**config.mk**
```make
export PLATFORM = sky130hd
export DESIGN_NAME = mult_div_unit
export DESIGN_NICKNAME = d
export VERILOG_FILES = /design/src/rtl/mdu_pkg.sv /design/src/rtl/mdu_divstep.sv /design/src/rtl/mult_div_unit.sv
export SDC_FILE = /design/constraint.sdc
export NUM_CORES = 1
export LEC_CHECK = 0
export ABC_AREA = 0
export CORE_MARGIN = 1
export CORE_UTILIZATION = 50
export CTS_BUF_LIST = sky130_fd_sc_hd__clkbuf_16
export CTS_CLUSTER_DIAMETER = 30
export DETAILED_ROUTE_END_ITERATION = 7
export GPL_ROUTABILITY_DRIVEN = 0
export PLACE_DENSITY = 0.7
export SETUP_SLACK_MARGIN = 0.15
export SLEW_MARGIN = 15
export SYNTH_ARGS = -nofsm -noshare
export SYNTH_HDL_FRONTEND = slang
export SYNTH_HIERARCHICAL = 1
export SYNTH_SLANG_ARGS = --single-unit
```
**constraint.sdc**
```tcl
create_clock -name clk -period 4.7 [get_ports clk]
set_input_delay 0.94 -clock clk [delete_from_list [all_inputs] [get_ports clk]]
set_output_delay 0.94 -clock clk [all_outputs]
set_load 0.02 [all_outputs]
```
**src/rtl/mdu_pkg.sv**
```systemverilog
// Shared constants, FSM encoding and helpers for the iterative multiply/divide unit.
package mdu_pkg;

  localparam int unsigned DATA_W     = 32;
  localparam int unsigned ITERATIONS = 32;
  localparam int unsigned CNT_W      = 5;

  localparam logic [5:0] F_MFHI  = 6'b010000;
  localparam logic [5:0] F_MTHI  = 6'b010001;
  localparam logic [5:0] F_MFLO  = 6'b010010;
  localparam logic [5:0] F_MTLO  = 6'b010011;
  localparam logic [5:0] F_MULT  = 6'b011000;
  localparam logic [5:0] F_MULTU = 6'b011001;
  localparam logic [5:0] F_DIV   = 6'b011010;
  localparam logic [5:0] F_DIVU  = 6'b011011;

  typedef enum logic [2:0] {
    S_IDLE = 3'd0,
    S_MUL  = 3'd1,
    S_DIV  = 3'd2,
    S_FIX  = 3'd3,
    S_DONE = 3'd4
  } mdu_state_e;

  // Absolute value when the operand is treated as signed, pass-through otherwise.
  function automatic logic [DATA_W-1:0] mag32(input logic [DATA_W-1:0] v, input logic sgn);
    return (sgn && v[DATA_W-1]) ? DATA_W'(-v) : v;
  endfunction

endpackage

```
**src/rtl/mdu_divstep.sv**
```systemverilog
// One restoring-division step: shift next dividend bit into the remainder, subtract if it fits.
module mdu_divstep
  import mdu_pkg::*;
(
  input  logic [DATA_W-1:0] rem_in,
  input  logic [DATA_W-1:0] quo_in,
  input  logic [DATA_W-1:0] divisor,
  output logic [DATA_W-1:0] rem_out,
  output logic [DATA_W-1:0] quo_out
);

  logic [DATA_W:0] shifted;
  logic            fits;

  always_comb begin
    shifted = {rem_in, quo_in[DATA_W-1]};
    fits    = (shifted >= {1'b0, divisor});
    if (fits) begin
      rem_out = DATA_W'(shifted - {1'b0, divisor});
      quo_out = {quo_in[DATA_W-2:0], 1'b1};
    end else begin
      rem_out = shifted[DATA_W-1:0];
      quo_out = {quo_in[DATA_W-2:0], 1'b0};
    end
  end

endmodule

```
**src/rtl/mult_div_unit.sv**
```systemverilog
// MIPS HI/LO multiply/divide unit: 32-step shift-add multiply, restoring divide, sign fix-up.
module mult_div_unit
  import mdu_pkg::*;
(
  input  logic              clk,
  input  logic              reset,
  input  logic              start,
  input  logic [5:0]        operation,
  input  logic [DATA_W-1:0] operando_1,
  input  logic [DATA_W-1:0] operando_2,
  output logic              busy,
  output logic              done,
  output logic [DATA_W-1:0] hi,
  output logic [DATA_W-1:0] lo
);

  mdu_state_e          state, next_state;
  logic [CNT_W-1:0]    cnt;
  logic [DATA_W-1:0]   a_reg;     // multiplicand magnitude, or raw dividend for divide
  logic [DATA_W-1:0]   b_mag;
  logic [2*DATA_W-1:0] prod;      // product, or {remainder, quotient} while dividing
  logic                neg_a, neg_b, is_div;

  logic                is_mul_op, is_div_op, is_move_op, accept;
  logic [DATA_W:0]     mul_sum;
  logic [DATA_W-1:0]   div_rem, div_quo;
  logic [2*DATA_W-1:0] mul_fixed;
  logic [DATA_W-1:0]   fix_hi, fix_lo;

  mdu_divstep u_divstep (
    .rem_in  (prod[2*DATA_W-1:DATA_W]),
    .quo_in  (prod[DATA_W-1:0]),
    .divisor (b_mag),
    .rem_out (div_rem),
    .quo_out (div_quo)
  );

  // Request decode, datapath step and sign correction.
  always_comb begin
    is_mul_op  = (operation == F_MULT) || (operation == F_MULTU);
    is_div_op  = (operation == F_DIV)  || (operation == F_DIVU);
    is_move_op = (operation == F_MFHI) || (operation == F_MTHI) ||
                 (operation == F_MFLO) || (operation == F_MTLO);
    accept     = start && (state == S_IDLE);

    mul_sum    = {1'b0, prod[2*DATA_W-1:DATA_W]} +
                 (prod[0] ? {1'b0, a_reg} : (DATA_W+1)'(0));

    mul_fixed  = (neg_a ^ neg_b) ? (2*DATA_W)'(-prod) : prod;
    if (!is_div) begin
      fix_hi = mul_fixed[2*DATA_W-1:DATA_W];
      fix_lo = mul_fixed[DATA_W-1:0];
    end else if (b_mag == '0) begin
      fix_hi = a_reg;
      fix_lo = '1;
    end else begin
      fix_hi = neg_a ? DATA_W'(-prod[2*DATA_W-1:DATA_W]) : prod[2*DATA_W-1:DATA_W];
      fix_lo = (neg_a ^ neg_b) ? DATA_W'(-prod[DATA_W-1:0]) : prod[DATA_W-1:0];
    end
  end

  // Next-state logic.
  always_comb begin
    next_state = state;
    case (state)
      S_IDLE: begin
        if (accept && is_mul_op)      next_state = S_MUL;
        else if (accept && is_div_op) next_state = S_DIV;
      end
      S_MUL, S_DIV: begin
        if (cnt == CNT_W'(ITERATIONS - 1)) next_state = S_FIX;
      end
      S_FIX:   next_state = S_DONE;
      S_DONE:  next_state = S_IDLE;
      default: next_state = S_IDLE;
    endcase
  end

  // State register, datapath and registered outputs.
  always_ff @(posedge clk) begin
    if (reset) begin
      state <= S_IDLE;
      cnt   <= '0;
      a_reg <= '0;
      b_mag <= '0;
      prod  <= '0;
      neg_a <= 1'b0;
      neg_b <= 1'b0;
      is_div <= 1'b0;
      busy  <= 1'b0;
      done  <= 1'b0;
      hi    <= '0;
      lo    <= '0;
    end else begin
      state <= next_state;
      busy  <= (next_state == S_MUL) || (next_state == S_DIV) || (next_state == S_FIX);
      done  <= (state == S_FIX) || (accept && is_move_op);
      case (state)
        S_IDLE: begin
          cnt <= '0;
          if (accept && is_mul_op) begin
            a_reg  <= mag32(operando_1, operation == F_MULT);
            b_mag  <= mag32(operando_2, operation == F_MULT);
            prod   <= {{DATA_W{1'b0}}, mag32(operando_2, operation == F_MULT)};
            neg_a  <= (operation == F_MULT) && operando_1[DATA_W-1];
            neg_b  <= (operation == F_MULT) && operando_2[DATA_W-1];
            is_div <= 1'b0;
          end else if (accept && is_div_op) begin
            a_reg  <= operando_1;
            b_mag  <= mag32(operando_2, operation == F_DIV);
            prod   <= {{DATA_W{1'b0}}, mag32(operando_1, operation == F_DIV)};
            neg_a  <= (operation == F_DIV) && operando_1[DATA_W-1];
            neg_b  <= (operation == F_DIV) && operando_2[DATA_W-1];
            is_div <= 1'b1;
          end else if (accept && operation == F_MTHI) begin
            hi <= operando_1;
          end else if (accept && operation == F_MTLO) begin
            lo <= operando_1;
          end
        end
        S_MUL: begin
          prod <= {mul_sum, prod[DATA_W-1:1]};
          cnt  <= cnt + CNT_W'(1);
        end
        S_DIV: begin
          prod <= {div_rem, div_quo};
          cnt  <= cnt + CNT_W'(1);
        end
        S_FIX: begin
          hi <= fix_hi;
          lo <= fix_lo;
        end
        default: ;
      endcase
    end
  end

endmodule

```
* After elaboration in Yosys (flattened, before gate mapping) *
Index checks and enable logic that the tools add are counted.

storage, ports and cells
  register bits after elaboration = 205
  output and inout bits = 66

cells by class
  $add $sub $neg = 8
  magnitude comparators = 1
  equality and inequality tests = 21
  multiplexer cells = 41
  bitwise logic cells = 1
  reductions and logical operators = 29

operators by type and width
  operator                                                               count
  32-bit 2-to-1 mux                                                      23
  64-bit 2-to-1 mux                                                      3
  64-bit case mux with 3 select lines                                    1
  32-bit negation                                                        4
  32-bit case mux with 2 select lines                                    2
  64-bit negation                                                        1
  6-bit by 5-bit equality test with 1-bit output, second input constant  8
  32-bit by 32-bit adder with 33-bit output                              1
  33-bit by 32-bit greater-or-equal comparator with 1-bit output         1
  32-bit zero test                                                       1
  32-bit subtractor                                                      1
  3-bit by 2-bit equality test with 1-bit output, second input constant  4
  1-bit logical AND                                                      10
  5-bit case mux with 2 select lines                                     1
  3-bit 2-to-1 mux                                                       3
  3-bit case mux with 3 select lines                                     1
  1-bit logical OR                                                       8
  1-bit 2-to-1 mux                                                       7
  3-bit by 1-bit equality test with 1-bit output, second input constant  2
  2-bit inequality test, second input constant                           3
  2-bit nonzero test                                                     3
  5-bit by 1-bit adder with 5-bit output, second input constant          1
  5-bit equality test, second input constant                             1
  5-bit AND reduction                                                    1
  other kinds (8)                                                        10

* Longest topological paths before layout *
  depth in word-level cells = 9
  gate-level depth with buffers = 17

* Hierarchy *
The synthesis kept the hierarchy.

by module, submodules not included
  module         instances  cells each  area an instance (µm²)  sequential area each (µm²)
  mult_div_unit  1          2038        15204.6                 4103.9
  mdu_divstep    1          355         2571.2                  0.0

* Least setup slack after synthesis *
Ideal clock, no wire load.

  path type = input to register
  from = in operando_1[19]
  to = reg prod[28]
  library setup time = 91 ps
  arrival time = 3311 ps
  path slack = 1298 ps
  cell stages on the path = 8
  buffers on the path = 1
  cells stage by stage = clkbuf_1 or3_1 or4_1 or4_1 o41ai_1 xnor2_1 nand2_1 a311oi_1

between the ends
  word-level cells in the longest chain between the ends = 5

RTL lines
  item                                 line                  RTL
  start: declaration                   mult_div_unit.sv:9    input logic [DATA_W-1:0] operando_1,
  32-bit negation                      mdu_pkg.sv:27         return (sgn && v[DATA_W-1]) ? DATA_W'(-v) : v;
  32-bit 2-to-1 mux                    mdu_pkg.sv:27
  64-bit 2-to-1 mux                    mult_div_unit.sv:108  end else if (accept && is_div_op) begin
  64-bit 2-to-1 mux                    mult_div_unit.sv:101  if (accept && is_mul_op) begin
  64-bit case mux with 3 select lines  mult_div_unit.sv:98   case (state)
  end signal: assignment               mult_div_unit.sv:104  prod <= {{DATA_W{1'b0}}, mag32(operando_2, operation == F_MULT)};
  end signal: assignment               mult_div_unit.sv:111  prod <= {{DATA_W{1'b0}}, mag32(operando_1, operation == F_DIV)};
  end signal: assignment               mult_div_unit.sv:122  prod <= {mul_sum, prod[DATA_W-1:1]};
  end: declaration                     mult_div_unit.sv:21   logic [2*DATA_W-1:0] prod;

No other way between the ends. The select of a mux whose other input is x is not followed.
A chain may end at the register's enable or synchronous reset.

* Worst setup path in the final report *
  from = reg prod[0]
  to = reg prod[61]

between the ends
  word-level cells in the longest chain between the ends = 3

RTL lines
  item                                       line                 RTL
  32-bit 2-to-1 mux                          mult_div_unit.sv:47  (prod[0] ? {1'b0, a_reg} : (DATA_W+1)'(0));
  32-bit by 32-bit adder with 33-bit output  mult_div_unit.sv:46  mul_sum = {1'b0, prod[2*DATA_W-1:DATA_W]} +
  64-bit case mux with 3 select lines        mult_div_unit.sv:98

No other way between the ends.

==> impl_table.tex <==
\begin{tabular}{lr}
\hline
Metric & Value \\
\hline
\multicolumn{2}{l}{\textbf{Outcome}} \\
Run status & complete, but fails checks \\
Violated checks & DRC \\
\multicolumn{2}{l}{\textbf{Route}} \\
First DRT Iteration DRCs & 2520 \\
Vias per std cell & 6.65 \\
Routed WL per cell & 23.4 µm \\
DRC viols & 7 \\
DRT Wirelength & 68300 µm \\
Number of nets with antenna violations after detailed routing & 0 \\
Number of detailed-route iterations in the first pass & 8 \\
Vias post-DR & 19406 \\
\multicolumn{2}{l}{\textbf{Die}} \\
Die area & 36300 µm² \\
Die extent in x & 191 µm \\
Starting utilization of the core area & 51.1\% \\
Die height & 191 µm \\
Number of standard-cell rows in the floorplan & 68 \\
Area of the core & 34800 µm² \\
Count of pins on the block boundary & 139 \\
\multicolumn{2}{l}{\textbf{Layout}} \\
Storage element area & 4100 µm² \\
Layout cells sized above 1 & 9.13\% \\
Largest register FFs & 64 \\
Post-Layout Inst Area & 20800 µm² \\
Final Util & 59.9\% \\
Reg with most FFs & prod \\
Layout Area Growth over Synthesis & 17.3\% \\
Final nets & 2568 \\
Number of inserted filler cells in the final layout & 3198 \\
Antenna diode instance count & 0 \\
Multi-input gate area in the final layout & 12400 µm² \\
\multicolumn{2}{l}{\textbf{GRT}} \\
Overflow after GRT & 0 \\
Wire length of the first global-routing pass & 102000 µm \\
Vias in the first global route & 17690 \\
Largest net degree at the start of global routing & 71 \\
Antenna violations before repair & 0 \\
Total global routing track utilization & 36.4\% \\
\multicolumn{2}{l}{\textbf{STA}} \\
Worst-Margin Slew & 1.23 ns \\
Final critical-path required period & 3.97 ns \\
Highest attainable clock frequency & 252 MHz \\
Unrepaired setup endpoints after global routing & no \\
Final critical-path share of the clock period & 84.6\% \\
Clock Skews & 0.0273 ns \\
Final setup fails & 0 \\
Slew margin rel. & 17.6\% \\
Final-layout setup total negative slack & 0 ns \\
Final Slew Violations & 0 \\
Fin. Hold Viols & 0 \\
\multicolumn{2}{l}{\textbf{Setup path}} \\
Critical path capture point type & register \\
Cell family with the largest share of critical-path delay & compound AO/OA/AOI/OAI gates \\
Maximum cell stage delay along the critical path & 0.71 ns \\
Classification of the worst setup path & register to register \\
Biggest fanout along the worst timing path & 22 \\
Cell with the biggest individual delay on the critical path & sky130\_fd\_sc\_hd\_\_dfxtp\_1 \\
Buf/Inv on CP & 1 \\
Worst R2R Setup Slack & 0.73 ns \\
Worst-path cell chain & buf\_4, and2\_1, ha\_1, nand3\_1, nor2\_1, o2111ai\_1, a41oi\_1, o211ai\_1, a2111oi\_0, o21ai\_0, a31o\_2 \\
Critical Path AT & 4.43 ns \\
Crit path required time & 5.15 ns \\
Critical path launch point type & register \\
\multicolumn{2}{l}{\textbf{Synth}} \\
Most area-hungry cell type in the Yosys netlist & sky130\_fd\_sc\_hd\_\_dfxtp\_1 \\
Share of the synthesized area in the top cell type & 23.1\% \\
Most area-consuming cells after synthesis & sky130\_fd\_sc\_hd\_\_dfxtp\_1, sky130\_fd\_sc\_hd\_\_xor2\_1, sky130\_fd\_sc\_hd\_\_xnor2\_1 \\
Top cells by count, synth & sky130\_fd\_sc\_hd\_\_nor2\_1, sky130\_fd\_sc\_hd\_\_nand2\_1, sky130\_fd\_sc\_hd\_\_dfxtp\_1, sky130\_fd\_sc\_hd\_\_a21oi\_1, sky130\_fd\_sc\_hd\_\_clkbuf\_1 \\
Number of distinct library cells after synthesis & 85 \\
Syn Nets & 2538 \\
Count of flip-flops with a built-in enable after synthesis & 0 \\
Sequential cell area fraction in the yosys report & 23.1\% \\
Count of state elements after synthesis & 205 \\
Synthesized instance count & 2393 \\
Post-synth design cell area & 17800 µm² \\
Average cell area after synthesis & 7.43 µm² \\
Syn. warnings & 6 \\
Post-synth ARST share & 0\% \\
Dominant register cell in the synthesized netlist & sky130\_fd\_sc\_hd\_\_dfxtp\_1 \\
Top-count cell post-synth & sky130\_fd\_sc\_hd\_\_nor2\_1 \\
\multicolumn{2}{l}{\textbf{Pwr}} \\
Switching share of power & 29.8\% \\
Internal power component & 4.40 mW \\
Sequential share of power & 29.0\% \\
Static leakage & 7.88 nW \\
IR Drop Worst-Case VDD & 0.000390 V \\
Portion of total power attributed to the clock network & 53.4\% \\
Combinational cell fraction of total power & 17.7\% \\
Total power per unit cell area & 301 nW/µm² \\
Sw Pwr & 1.87 mW \\
\multicolumn{2}{l}{\textbf{Clock network}} \\
CTS root buf & sky130\_fd\_sc\_hd\_\_clkbuf\_16 \\
CTS Buf Count & 50 \\
Clock latency on the worst-skew pair & 0.58 ns \\
Number of setup buffers added after CTS & 0 \\
TritonCTS clock tree & yes \\
Clock H-tree levels & 2 \\
Clock transition time at the flip-flop clock pins of the worst setup and hold paths & 0.04 ns \\
CTS max path bufs & 3 \\
\# clock sinks & 205 \\
Hold Buf Count CTS & 0 \\
Post-CTS resize count & 0 \\
\multicolumn{2}{l}{\textbf{Placement}} \\
Placed cell areas & 19200 µm² \\
IO buf count & 138 \\
Final HPWL DP & 51000 µm \\
\multicolumn{2}{l}{\textbf{Hold path}} \\
Class of the worst hold path & register to register \\
\multicolumn{2}{l}{\textbf{Job}} \\
Total of max-cap violations & 0 \\
\hline
\end{tabular}
[layer usage]
metal | share of wire [%] | vias up | wire, µm | global-route usage (%)
met5 | 0 | - | 0 | 0
met4 | 6.5 | 0 | 4410 | 21.5
met3 | 11 | 285 | 7490 | 8.50
met2 | 44 | 1254 | 29800 | 56.3
met1 | 39 | 9042 | 26500 | 46.1
li1 | - | 8825 | - | -
[placed cells by master, fill, tap and decap left out, types with 24 or more instances in the layout]
cell	n
sky130_fd_sc_hd__dfxtp_1	205
sky130_fd_sc_hd__buf_4	65
sky130_fd_sc_hd__a31oi_1	27
sky130_fd_sc_hd__o21ai_0	125
sky130_fd_sc_hd__clkbuf_16	51
sky130_fd_sc_hd__nand4_1	24
sky130_fd_sc_hd__a22oi_1	24
sky130_fd_sc_hd__a221oi_1	36
sky130_fd_sc_hd__nand3_1	43
sky130_fd_sc_hd__clkdlybuf4s50_1	137
sky130_fd_sc_hd__and2_1	38
sky130_fd_sc_hd__ha_1	70
sky130_fd_sc_hd__o31ai_1	30
sky130_fd_sc_hd__xnor2_1	115
sky130_fd_sc_hd__a21oi_1	178
sky130_fd_sc_hd__a311oi_1	46
sky130_fd_sc_hd__nor3_1	47
sky130_fd_sc_hd__xor2_1	119
sky130_fd_sc_hd__nor2_1	252
sky130_fd_sc_hd__nor4_1	25
sky130_fd_sc_hd__a211oi_1	72
sky130_fd_sc_hd__nand2_1	232
sky130_fd_sc_hd__o221ai_1	24
sky130_fd_sc_hd__or3_1	32
sky130_fd_sc_hd__o22ai_1	24
sky130_fd_sc_hd__inv_1	75
[cells by family after synthesis]
group	synth area share, %
AO/OA/AOI/OAI	28.4
adder cells (fa/ha/maj)	5.15
flip-flops	23.1
XOR/XNOR	11.6
AND/OR/NAND/NOR	21.2
multiplexers	2.87
buffers and inverters	7.68
[final cells by class]
class                   count  share of cell area, %
well taps                 455                   2.73
inverters                  72                   1.30
repair buffers            204                   9.07
clock buffers              51                   6.12
clock inverters            43                   1.74
flip-flops and latches    205                   19.7
multi-input cells        1890                   59.3
[stage by stage]
stage	instances	worst slack, ns	power (mW)	hold WS, ns
global placement	2826	0.732	2.89	0.445
floorplan	2393	1.30	2.60	0.437
global route	2920	0.475	6.44	0.466
finish	2920	0.726	6.28	0.451
detailed placement	2826	0.535	2.91	0.447
CTS	2920	0.857	6.23	0.453
[worst register-to-register path: cells and delay by family, from the launching register on]
family                     cells  cell delay (ns)
buffers and inverters          1             0.32
adders and majority gates      1             0.24
DFF                            1             0.71
AOI/OAI and AO/OA              6             1.94
and+or+nand+nor                3             0.66
[power groups by stage]
stage               Combinational [mW]  Clock (mW)  Sequential (mW)
CTS                               1.07        3.35             1.82
detailed placement                1.06           0             1.85
floorplan                        0.767           0             1.83
global placement                  1.05           0             1.85
global route                      1.17        3.45             1.82
finish                            1.11        3.35             1.82
[worst paths after layout]
path,startpoint,end,cells after the start
worst max-delay path,prod[0],prod[61],11
worst min-delay path,lo[7],lo[7],2
worst max register to register,prod[0],prod[61],11
worst min register to register,lo[7],lo[7],2
Note: power is estimated with default switching activity, not from simulation.
